$ cat src/rtl/bip_pkg.sv
// Shared opcodes, FSM states and ALU selects for the multi-cycle BIP core.
package bip_pkg;

   localparam int OPC_W = 5;

   localparam logic [OPC_W-1:0] OP_HLT  = 5'd0;
   localparam logic [OPC_W-1:0] OP_STO  = 5'd1;
   localparam logic [OPC_W-1:0] OP_LD   = 5'd2;
   localparam logic [OPC_W-1:0] OP_LDI  = 5'd3;
   localparam logic [OPC_W-1:0] OP_ADD  = 5'd4;
   localparam logic [OPC_W-1:0] OP_ADDI = 5'd5;
   localparam logic [OPC_W-1:0] OP_SUB  = 5'd6;
   localparam logic [OPC_W-1:0] OP_SUBI = 5'd7;
   localparam logic [OPC_W-1:0] OP_JMP  = 5'd8;
   localparam logic [OPC_W-1:0] OP_BEQZ = 5'd9;
   localparam logic [OPC_W-1:0] OP_BNEZ = 5'd10;

   typedef enum logic [1:0] {
      ST_FETCH,
      ST_EXEC,
      ST_MEM,
      ST_HALT
   } state_e;

   typedef enum logic [1:0] {
      ALU_PASS,
      ALU_ADD,
      ALU_SUB
   } alu_op_e;

endpackage

$ cat src/rtl/bip_mc_core_if.sv
// Program ROM and data RAM bus between the core (master) and memories (slave).
interface bip_mc_core_if #(
   parameter int DATA_W = 16,
   parameter int OPND_W = 11,
   parameter int PC_W   = 11
);
   import bip_pkg::*;

   logic [PC_W-1:0]         imem_addr;
   logic [OPC_W+OPND_W-1:0] imem_data;
   logic [OPND_W-1:0]       dmem_addr;
   logic [DATA_W-1:0]       dmem_wdata;
   logic                    dmem_re;
   logic                    dmem_we;
   logic                    dmem_ready;
   logic [DATA_W-1:0]       dmem_rdata;

   modport master (
      output imem_addr,
      input  imem_data,
      output dmem_addr,
      output dmem_wdata,
      output dmem_re,
      output dmem_we,
      input  dmem_ready,
      input  dmem_rdata
   );

   modport slave (
      input  imem_addr,
      output imem_data,
      input  dmem_addr,
      input  dmem_wdata,
      input  dmem_re,
      input  dmem_we,
      output dmem_ready,
      output dmem_rdata
   );

endinterface

$ cat src/rtl/bip_alu.sv
// Accumulator ALU: pass-through, add or subtract, modulo 2^DATA_W.
module bip_alu
   import bip_pkg::*;
#(
   parameter int DATA_W = 16
) (
   input  logic [DATA_W-1:0] a_i,
   input  logic [DATA_W-1:0] b_i,
   input  alu_op_e           op_i,
   output logic [DATA_W-1:0] y_o
);

   always_comb begin
      y_o = b_i;
      unique case (op_i)
         ALU_ADD: y_o = a_i + b_i;
         ALU_SUB: y_o = a_i - b_i;
         default: y_o = b_i;
      endcase
   end

endmodule

$ cat src/rtl/bip_mc_core.sv
// Multi-cycle BIP accumulator core: FETCH/EXEC/MEM/HALT FSM with a
// ready-handshaked data port, jumps, sticky illegal flag and retire counter.
module bip_mc_core
   import bip_pkg::*;
#(
   parameter int DATA_W = 16,
   parameter int OPND_W = 11,
   parameter int PC_W   = 11,
   parameter int CNT_W  = 32
) (
   input  logic              clk,
   input  logic              rst,
   bip_mc_core_if.master     mem,
   output logic [DATA_W-1:0] acc,
   output logic [PC_W-1:0]   pc,
   output logic              halted,
   output logic              illegal,
   output logic [CNT_W-1:0]  retired
);

   state_e              state_q, state_d;
   logic [PC_W-1:0]     pc_q, pc_d;
   logic [DATA_W-1:0]   acc_q, acc_d;
   logic [CNT_W-1:0]    ret_q, ret_d;
   logic                halted_q, halted_d;
   logic                illegal_q, illegal_d;
   logic                re_q, re_d;
   logic                we_q, we_d;
   logic [OPND_W-1:0]   daddr_q, daddr_d;
   logic [DATA_W-1:0]   wdata_q, wdata_d;
   logic [OPC_W-1:0]    mop_q, mop_d;

   logic [OPC_W-1:0]    opc;
   logic [OPND_W-1:0]   opnd;
   logic [DATA_W-1:0]   imm;
   logic [PC_W-1:0]     tgt;
   logic [PC_W-1:0]     pc_inc;
   logic [CNT_W-1:0]    ret_inc;
   alu_op_e             alu_op;
   logic [DATA_W-1:0]   alu_b;
   logic [DATA_W-1:0]   alu_y;

   assign opc     = mem.imem_data[OPC_W+OPND_W-1 -: OPC_W];
   assign opnd    = mem.imem_data[OPND_W-1:0];
   assign imm     = DATA_W'($signed(opnd));
   assign tgt     = PC_W'(opnd);
   assign pc_inc  = pc_q + PC_W'(1);
   assign ret_inc = (&ret_q) ? ret_q : ret_q + CNT_W'(1);

   // Memory data feeds the ALU only while a load/add/sub completes.
   always_comb begin
      alu_op = ALU_PASS;
      alu_b  = imm;
      if (state_q == ST_MEM) begin
         alu_b = mem.dmem_rdata;
         if (mop_q == OP_ADD) alu_op = ALU_ADD;
         if (mop_q == OP_SUB) alu_op = ALU_SUB;
      end else if (state_q == ST_EXEC) begin
         if (opc == OP_ADDI) alu_op = ALU_ADD;
         if (opc == OP_SUBI) alu_op = ALU_SUB;
      end
   end

   bip_alu #(.DATA_W(DATA_W)) u_alu (
      .a_i  (acc_q),
      .b_i  (alu_b),
      .op_i (alu_op),
      .y_o  (alu_y)
   );

   always_comb begin
      state_d   = state_q;
      pc_d      = pc_q;
      acc_d     = acc_q;
      ret_d     = ret_q;
      halted_d  = halted_q;
      illegal_d = illegal_q;
      re_d      = re_q;
      we_d      = we_q;
      daddr_d   = daddr_q;
      wdata_d   = wdata_q;
      mop_d     = mop_q;
      unique case (state_q)
         ST_FETCH: state_d = ST_EXEC;
         ST_EXEC: begin
            state_d = ST_FETCH;
            pc_d    = pc_inc;
            ret_d   = ret_inc;
            case (opc)
               OP_HLT: begin
                  state_d  = ST_HALT;
                  pc_d     = pc_q;
                  halted_d = 1'b1;
               end
               OP_STO: begin
                  state_d = ST_MEM;
                  pc_d    = pc_q;
                  ret_d   = ret_q;
                  we_d    = 1'b1;
                  wdata_d = acc_q;
                  daddr_d = opnd;
                  mop_d   = opc;
               end
               OP_LD, OP_ADD, OP_SUB: begin
                  state_d = ST_MEM;
                  pc_d    = pc_q;
                  ret_d   = ret_q;
                  re_d    = 1'b1;
                  daddr_d = opnd;
                  mop_d   = opc;
               end
               OP_LDI, OP_ADDI, OP_SUBI: acc_d = alu_y;
               OP_JMP:  pc_d = tgt;
               OP_BEQZ: if (acc_q == '0) pc_d = tgt;
               OP_BNEZ: if (acc_q != '0) pc_d = tgt;
               default: illegal_d = 1'b1;
            endcase
         end
         ST_MEM: begin
            if (mem.dmem_ready) begin
               state_d = ST_FETCH;
               re_d    = 1'b0;
               we_d    = 1'b0;
               pc_d    = pc_inc;
               ret_d   = ret_inc;
               if (mop_q != OP_STO) acc_d = alu_y;
            end
         end
         ST_HALT: state_d = ST_HALT;
         default: state_d = ST_FETCH;
      endcase
   end

   always_ff @(posedge clk or posedge rst) begin
      if (rst) begin
         state_q   <= ST_FETCH;
         pc_q      <= '0;
         acc_q     <= '0;
         ret_q     <= '0;
         halted_q  <= 1'b0;
         illegal_q <= 1'b0;
         re_q      <= 1'b0;
         we_q      <= 1'b0;
         daddr_q   <= '0;
         wdata_q   <= '0;
         mop_q     <= OP_HLT;
      end else begin
         state_q   <= state_d;
         pc_q      <= pc_d;
         acc_q     <= acc_d;
         ret_q     <= ret_d;
         halted_q  <= halted_d;
         illegal_q <= illegal_d;
         re_q      <= re_d;
         we_q      <= we_d;
         daddr_q   <= daddr_d;
         wdata_q   <= wdata_d;
         mop_q     <= mop_d;
      end
   end

   assign mem.imem_addr  = pc_q;
   assign mem.dmem_addr  = daddr_q;
   assign mem.dmem_wdata = wdata_q;
   assign mem.dmem_re    = re_q;
   assign mem.dmem_we    = we_q;

   assign acc     = acc_q;
   assign pc      = pc_q;
   assign halted  = halted_q;
   assign illegal = illegal_q;
   assign retired = ret_q;

endmodule

$ cat src/flat_wrapper.sv
// flat-port wrapper written by rule: the top's interface ports become plain ports
module bip_mc_core_flat import bip_pkg::*;
#(
   parameter int DATA_W = 16,
   parameter int OPND_W = 11,
   parameter int PC_W   = 11,
   parameter int CNT_W  = 32
)
  (clk, rst, acc, pc, halted, illegal, retired, mem_imem_addr, mem_imem_data, mem_dmem_addr, mem_dmem_wdata, mem_dmem_re, mem_dmem_we, mem_dmem_ready, mem_dmem_rdata);
  bip_mc_core_if #(.DATA_W(DATA_W), .OPND_W(OPND_W), .PC_W(PC_W)) mem_i ();
  input  logic clk;
  input  logic rst;
  output logic [DATA_W-1:0] acc;
  output logic [PC_W-1:0] pc;
  output logic halted;
  output logic illegal;
  output logic [CNT_W-1:0] retired;
  output wire logic [$bits(mem_i.imem_addr)-1:0] mem_imem_addr;
  input wire logic [$bits(mem_i.imem_data)-1:0] mem_imem_data;
  output wire logic [$bits(mem_i.dmem_addr)-1:0] mem_dmem_addr;
  output wire logic [$bits(mem_i.dmem_wdata)-1:0] mem_dmem_wdata;
  output wire logic [$bits(mem_i.dmem_re)-1:0] mem_dmem_re;
  output wire logic [$bits(mem_i.dmem_we)-1:0] mem_dmem_we;
  input wire logic [$bits(mem_i.dmem_ready)-1:0] mem_dmem_ready;
  input wire logic [$bits(mem_i.dmem_rdata)-1:0] mem_dmem_rdata;
  assign mem_imem_addr = mem_i.imem_addr;
  assign mem_i.imem_data = mem_imem_data;
  assign mem_dmem_addr = mem_i.dmem_addr;
  assign mem_dmem_wdata = mem_i.dmem_wdata;
  assign mem_dmem_re = mem_i.dmem_re;
  assign mem_dmem_we = mem_i.dmem_we;
  assign mem_i.dmem_ready = mem_dmem_ready;
  assign mem_i.dmem_rdata = mem_dmem_rdata;
  bip_mc_core #(.DATA_W(DATA_W), .OPND_W(OPND_W), .PC_W(PC_W), .CNT_W(CNT_W)) u_core (.clk(clk), .rst(rst), .mem(mem_i), .acc(acc), .pc(pc), .halted(halted), .illegal(illegal), .retired(retired));
endmodule
$ cat config.mk
export PLATFORM = sky130hd
export DESIGN_NAME = bip_mc_core_flat
export DESIGN_NICKNAME = d
export VERILOG_FILES = /design/src/rtl/bip_pkg.sv /design/src/rtl/bip_mc_core_if.sv /design/src/rtl/bip_alu.sv /design/src/rtl/bip_mc_core.sv /design/src/flat_wrapper.sv
export SDC_FILE = /design/constraint.sdc
export NUM_CORES = 1
export LEC_CHECK = 0
export ABC_CLOCK_PERIOD_IN_PS = 5900
export CORE_MARGIN = 1
export CORE_UTILIZATION = 40
export CTS_CLUSTER_SIZE = 24
export DETAILED_ROUTE_END_ITERATION = 10
export PLACE_DENSITY = 0.69
export SYNTH_ARGS = -nofsm -noshare
export SYNTH_HDL_FRONTEND = slang
export SYNTH_SLANG_ARGS = --single-unit
$ cat constraint.sdc
create_clock -name clk -period 5.9 [get_ports clk]
set_clock_uncertainty 0.15 [all_clocks]
set_input_delay 0.59 -clock clk [delete_from_list [all_inputs] [get_ports clk]]
set_output_delay 0.59 -clock clk [all_outputs]
set_load 0.1 [all_outputs]
After elaboration in Yosys (flattened, before gate mapping)

Cells that the tools add are included.

Register bits after elaboration: 97
Output and inout bits: 101

$add $sub $neg: 4
Eq/ne operators: 25
Mux-type cells: 29
Bitwise logic cells: 1
Reduce and logical (&&, ||, !) cells: 20

Operators by type and width:

| kind                                                                   | number |
|---|---|
| 32-bit 2-to-1 mux                                                      | 3 |
| 16-bit 2-to-1 mux                                                      | 4 |
| 16-bit one-hot mux with 2 select lines                                 | 2 |
| 32-bit one-hot mux with 2 select lines                                 | 1 |
| 11-bit one-hot mux with 4 select lines                                 | 1 |
| 11-bit 2-to-1 mux                                                      | 3 |
| 32-bit by 1-bit adder with 32-bit output (second input constant)       | 1 |
| 32-bit AND reduction                                                   | 1 |
| 5-bit by 3-bit equality test with 1-bit output (second input constant) | 6 |
| 11-bit one-hot mux with 2 select lines                                 | 1 |
| 16-bit adder                                                           | 1 |
| 16-bit logical NOT                                                     | 1 |
| 16-bit nonzero test                                                    | 1 |
| 16-bit subtractor                                                      | 1 |
| 5-bit by 4-bit equality test with 1-bit output (second input constant) | 3 |
| 2-bit != test (second input constant)                                  | 7 |
| 3-bit AND reduction                                                    | 4 |
| 11-bit by 1-bit adder with 11-bit output (second input constant)       | 1 |
| 11-bit OR reduction                                                    | 1 |
| 5-bit by 2-bit equality test with 1-bit output (second input constant) | 2 |
| 2-bit 2-to-1 mux                                                       | 5 |
| 2-bit one-hot mux with 4 select lines                                  | 1 |
| 2-bit AND reduction                                                    | 4 |
| 2-bit equality test (second input constant)                            | 3 |
| other kinds (14)                                                       | 21 |

Logic depth before layout (Yosys ltp)

Depth in word-level cells: 10
Mapped depth: 21
Depth with buffers taken out: 18

Cells and area by module

A second synthesis with hierarchy kept.

Cell total of the unflattened synthesis: 618
Area, all modules: 5982.0 um2

Modules (own cells, without submodules):

| module      | times used | cells each | area each (um2) |
|---|---|---|---|
| bip_mc_core | 1          | 435        | 4732.0 |
| bip_alu     | 1          | 183        | 1249.9 |

Least setup slack after synthesis

Ideal clock, no wire load.

Kind: flip-flop to flip-flop
Start: register u_core.state_q[0]
End: register u_core.acc_q[15], in the netlist u_core.acc[15]
Library setup time: 72 ps
Data arrival time: 4038 ps
Slack: 1640 ps
Cell stages (with the launch flop): 21
Cell sequence: dfrtp_1 > and2b_4 > buf_6 > buf_2 > buf_2 > nand3_1 > o21ai_0 > ha_1 > clkbuf_1 > buf_1 > a21oi_1 > xor2_1 > ha_1 > and4_1 > a21boi_0 > a41oi_1 > o2bb2ai_1 > a21oi_1 > or3_1 > a22o_1 > nand4_1

Longest elaborated chain between the ends: 8
Elaborated cells between the ends (all ways): 19
Those cells by class: add/sub (2); eq/ne (7); mux (8); reduce/logical (2)

Ends and longest elaborated chain:

| element                                                                   | line               | source |
|---|---|---|
| from (decl)                                                               | bip_mc_core.sv:21  | `state_e state_q, state_d;` |
| from (signal assigned)                                                    | bip_mc_core.sv:148 | `state_q <= state_d;` |
| parallel branches: the longest is 8 deep, another holds 16-bit subtractor | --                 |  |
| to (signal assigned)                                                      | bip_mc_core.sv:138 | `acc_q <= '0;` |
| to (signal assigned)                                                      | bip_mc_core.sv:150 | `acc_q <= acc_d;` |
| to (decl)                                                                 | bip_mc_core.sv:23  | `logic [DATA_W-1:0] acc_q, acc_d;` |

Several ways; the timed one is not identified. The select of a mux whose other input is x is not followed.
A chain may end at the register's enable or synchronous reset.

Worst setup path after layout

Start: input port mem_imem_data[14]
End: register u_core.acc_q[14], in the netlist u_core.acc[14]

Longest elaborated chain between the ends: 10
Elaborated cells between the ends (all ways): 17
Those cells by class: eq/ne (6); mux (9); reduce/logical (2)

Ends and longest elaborated chain:

| element                                                                                      | line                                 | source |
|---|---|---|
| from (decl)                                                                                  | flat_wrapper.sv:19                   | `input wire logic [$bits(mem_i.imem_data)-1:0] mem_imem_data;` |
| 5-bit by 3-bit equality test with 1-bit output                                               | bip_mc_core.sv:59, bip_mc_core.sv:89 |  |
| 1-bit 2-to-1 mux                                                                             | bip_mc_core.sv:59                    | `if (opc == OP_ADDI) alu_op = ALU_ADD;` |
| 2-bit 2-to-1 mux                                                                             | bip_mc_core.sv:60                    | `if (opc == OP_SUBI) alu_op = ALU_SUB;` |
| 2-bit 2-to-1 mux                                                                             | bip_mc_core.sv:58                    | `end else if (state_q == ST_EXEC) begin` |
| 2-bit 2-to-1 mux                                                                             | bip_mc_core.sv:54                    | `if (state_q == ST_MEM) begin` |
| 2-bit equality test / 2-bit by 1-bit equality test with 1-bit output (equally long branches) | bip_alu.sv:15                        | `unique case (op_i)` |
| 16-bit one-hot mux with 2 select lines                                                       | bip_alu.sv:15                        |  |
| 16-bit 2-to-1 mux                                                                            | bip_mc_core.sv:126                   | `if (mop_q != OP_STO) acc_d = alu_y;` |
| 16-bit 2-to-1 mux                                                                            | bip_mc_core.sv:120                   | `if (mem.dmem_ready) begin` |
| 16-bit one-hot mux with 2 select lines                                                       | bip_mc_core.sv:83                    | `unique case (state_q)` |

Parallel ways exist; a longest one is shown, timed or not. The select of a mux whose other input is x is not followed.

==> impl_metrics.yaml <==
layout:
  mostFrequentLayoutCells: "clkdlybuf4s50_1 (135), dfrtp_1 (97), a21oi_1 (58)"
  n_antenna_cell: 0
  final_layout_size_suffix_gt1_share_pct: 10.0
  num-fill-cells: 1283
  multi_input_area_mm2: 0.00321
  area_growth_syn_to_layout_pct: 29.7
  finalNetCount: 788
  final_common_cell: "clkdlybuf4s50_1"
  seq_area_mm2: 0.00243
clock_tree:
  cts_hold_buffers: 0
  htree_num_levels: 3
  cts_inserted_buffers: 9
  cts_tree: "yes"
  clockRootBuffer: "clkbuf_16"
  clock_latency_ns: 0.36
  path_clk_slew_ns: 0.07
  cts.sinks: 97
  post_cts_buffers: 0
  cts.repair.resized: 0
  clock_path_buffers: 2
sta:
  tns_ns: 0
  period_share_pct: 78.4
  setup_viol: 0
  drv_slew: 0
  tightest_slew_ns: 1.02
  rsz0062_at_grt: "false"
  final_hold_viol_count: 0
  max_freq_ghz: 0.216
  min_period_ns: 4.63
  relSlewSlack_pct: 32.1
die:
  die_h_um: 123
  dieArea_mm2: 0.0152
  core_mm2: 0.0141
  fp.dieW_um: 123
  initial_core_util_pct: 41.7
  rows: 43
  pin_count: 136
setup_path:
  path_depth: 16
  r2r-end: "u_core.acc[15]"
  r2r_start: "u_core.state_q[0]"
  critPathBufInv: 1
  crit_fanout: 16
  r2r.worst_path.cells: 15
  endpoint: "u_core.acc[14]"
  critPathLaunch: "mem_imem_data[14]"
  regToRegSetupSlack_ns: 1.41
  critPathKind: "in -> reg"
  cpMostUsedCell: "ha_1"
  start_kind: "input port"
  worstPathRequired_ns: 5.95
  worstPathCellList: "clkdlybuf4s50_1, nor4b_4, nand3_1, o21ai_0, ha_1, nor2_1, xor2_1, ha_1, nor2b_1, o21a_1, o21ai_1, a31o_2, a31oi_1, o31ai_1, mux2i_1, o311ai_0"
  critPathSlowestCell: "ha_1"
  crit_family: "compound AO/OA/AOI/OAI gates"
  critPathMaxStageDelay_ns: 0.56
  cp-end-kind: "flip-flop"
  crit_arrival_ns: 4.68
global_route:
  grt_max_degree: 64
  grt_pass1_wl_mm: 25.1
  grt_usage_pct: 21.5
  grt_overflow: 0
  antenna_found_initial: 0
  grt_pass1_vias: 5025
route:
  drc: 0
  wl_per_cell_um: 16.9
  wl_mm: 15.6
  num_vias: 5029
  viasPerCell: 5.48
  firstDrtPassIters: 7
  antenna_left: 0
  drtIter0Drc: 242
yosys:
  yosysSeqAreaShare_pct: 41.3
  synth_cell_types: 68
  synthesis.area_mm2: 0.00588
  synth_edf_count: 0
  ys.flop_type: "dfrtp_1"
  async_flop_share_pct: 100
  ys_top_cells_by_area: "dfrtp_1 (41%), mux2_2 (5.6%), a21oi_1 (4.9%)"
  yosysWarningCount: 0
  yosysTopAreaCellShare_pct: 41.3
  ys_seq_elements: 97
  postSynthCellCount: 614
  syn_nets: 669
  yosys.area.top_type: "dfrtp_1"
  syn_avg_cell_area_um2: 9.58
placed_design:
  hpwl_mm: 11.7
  port_buffers: 135
  place_congestion: 0.917
job:
  drv_cap: 0
worst_hold_path:
  hp-start: "u_core.halted"
  hold_path.class: "reg -> reg"
outcome:
  outcome: "complete, no violations"
## flip-flops by register name (all words and copies together) (netlist names)
register,cells
u_core.illegal,1
u_core.halted,1
u_core.mem.dmem_we,1
u_core.retired,32
u_core.state_q,2
u_core.mem.dmem_re,1
u_core.mop_q,5
u_core.mem.dmem_addr,11
u_core.acc,16
u_core.mem.imem_addr,11
u_core.mem.dmem_wdata,16
## metal layers
layer / GRT usage, % / vias up / part of all wire (%)
met2: 34.7 / 139 / 48
met1: 28.1 / 2447 / 45
met3: 6.04 / 22 / 5.0
li1: - / 2421 / -
met5: 0 / - / 0
met4: 6.17 / 0 / 1.9
## synthesized netlist by cell type, types with 9 or more instances
cell type / instances
o21ai_0: 32
ha_1: 19
inv_1: 20
nand2_1: 48
mux2_2: 29
nor2_1: 53
dfrtp_1: 97
nor3_1: 11
nand4_1: 14
and3_1: 9
xnor2_1: 31
mux2i_1: 16
buf_4: 11
clkbuf_1: 12
xor2_1: 21
a21oi_1: 58
nand3_1: 28
## logic make-up after synthesis
family | share of synthesized area (%)
XOR/XNOR | 7.74
flip-flops | 41.3
adder cells (fa/ha/maj) | 4.38
buffers and inverters | 4.19
AO/OA/AOI/OAI | 13.8
multiplexers | 8.76
AND/OR/NAND/NOR | 19.9
## per-stage QoR
| stage | worst slack, ns | hold slack, ns | cells | util (%) | instance area [µm²] |
|---|---|---|---|---|---|
| floorplan | 1.64 | 0.329 | 614 | - | 5880 |
| global placement | 1.05 | 0.317 | 902 | 51.9 | 7310 |
| detailed placement | 0.936 | 0.319 | 902 | 51.9 | 7310 |
| CTS | 1.30 | 0.333 | 918 | 54.1 | 7630 |
| global route | 0.930 | 0.362 | 918 | 54.1 | 7630 |
| finish | 1.27 | 0.330 | 918 | 54.1 | 7630 |
## final cells by class
class,instances,area share [%]
Multi-Input combinational cell,467,42.1
Sequential cell,97,31.8
Timing Repair Buffer,138,18.0
Clock buffer,10,3.13
Tap cell,180,2.95
Clock inverter,6,1.03
Inverter,20,1.02
## worst min-delay path by stage
stage / endpoint / slack, ns / cells after the start
2_1_floorplan: u_core.mop_q[4] / 0.33 / 1
3_3_place_gp: u_core.mem.dmem_wdata[0] / 0.32 / 2
3_5_place_dp: u_core.halted / 0.32 / 1
4_1_cts: u_core.halted / 0.33 / 1
5_1_grt: u_core.mem.dmem_we / 0.36 / 2
6_report: u_core.halted / 0.33 / 1
Power is left out: the tool's default activity adds up to more than one toggle a clock period on the data nets, which glitch-free logic cannot reach.
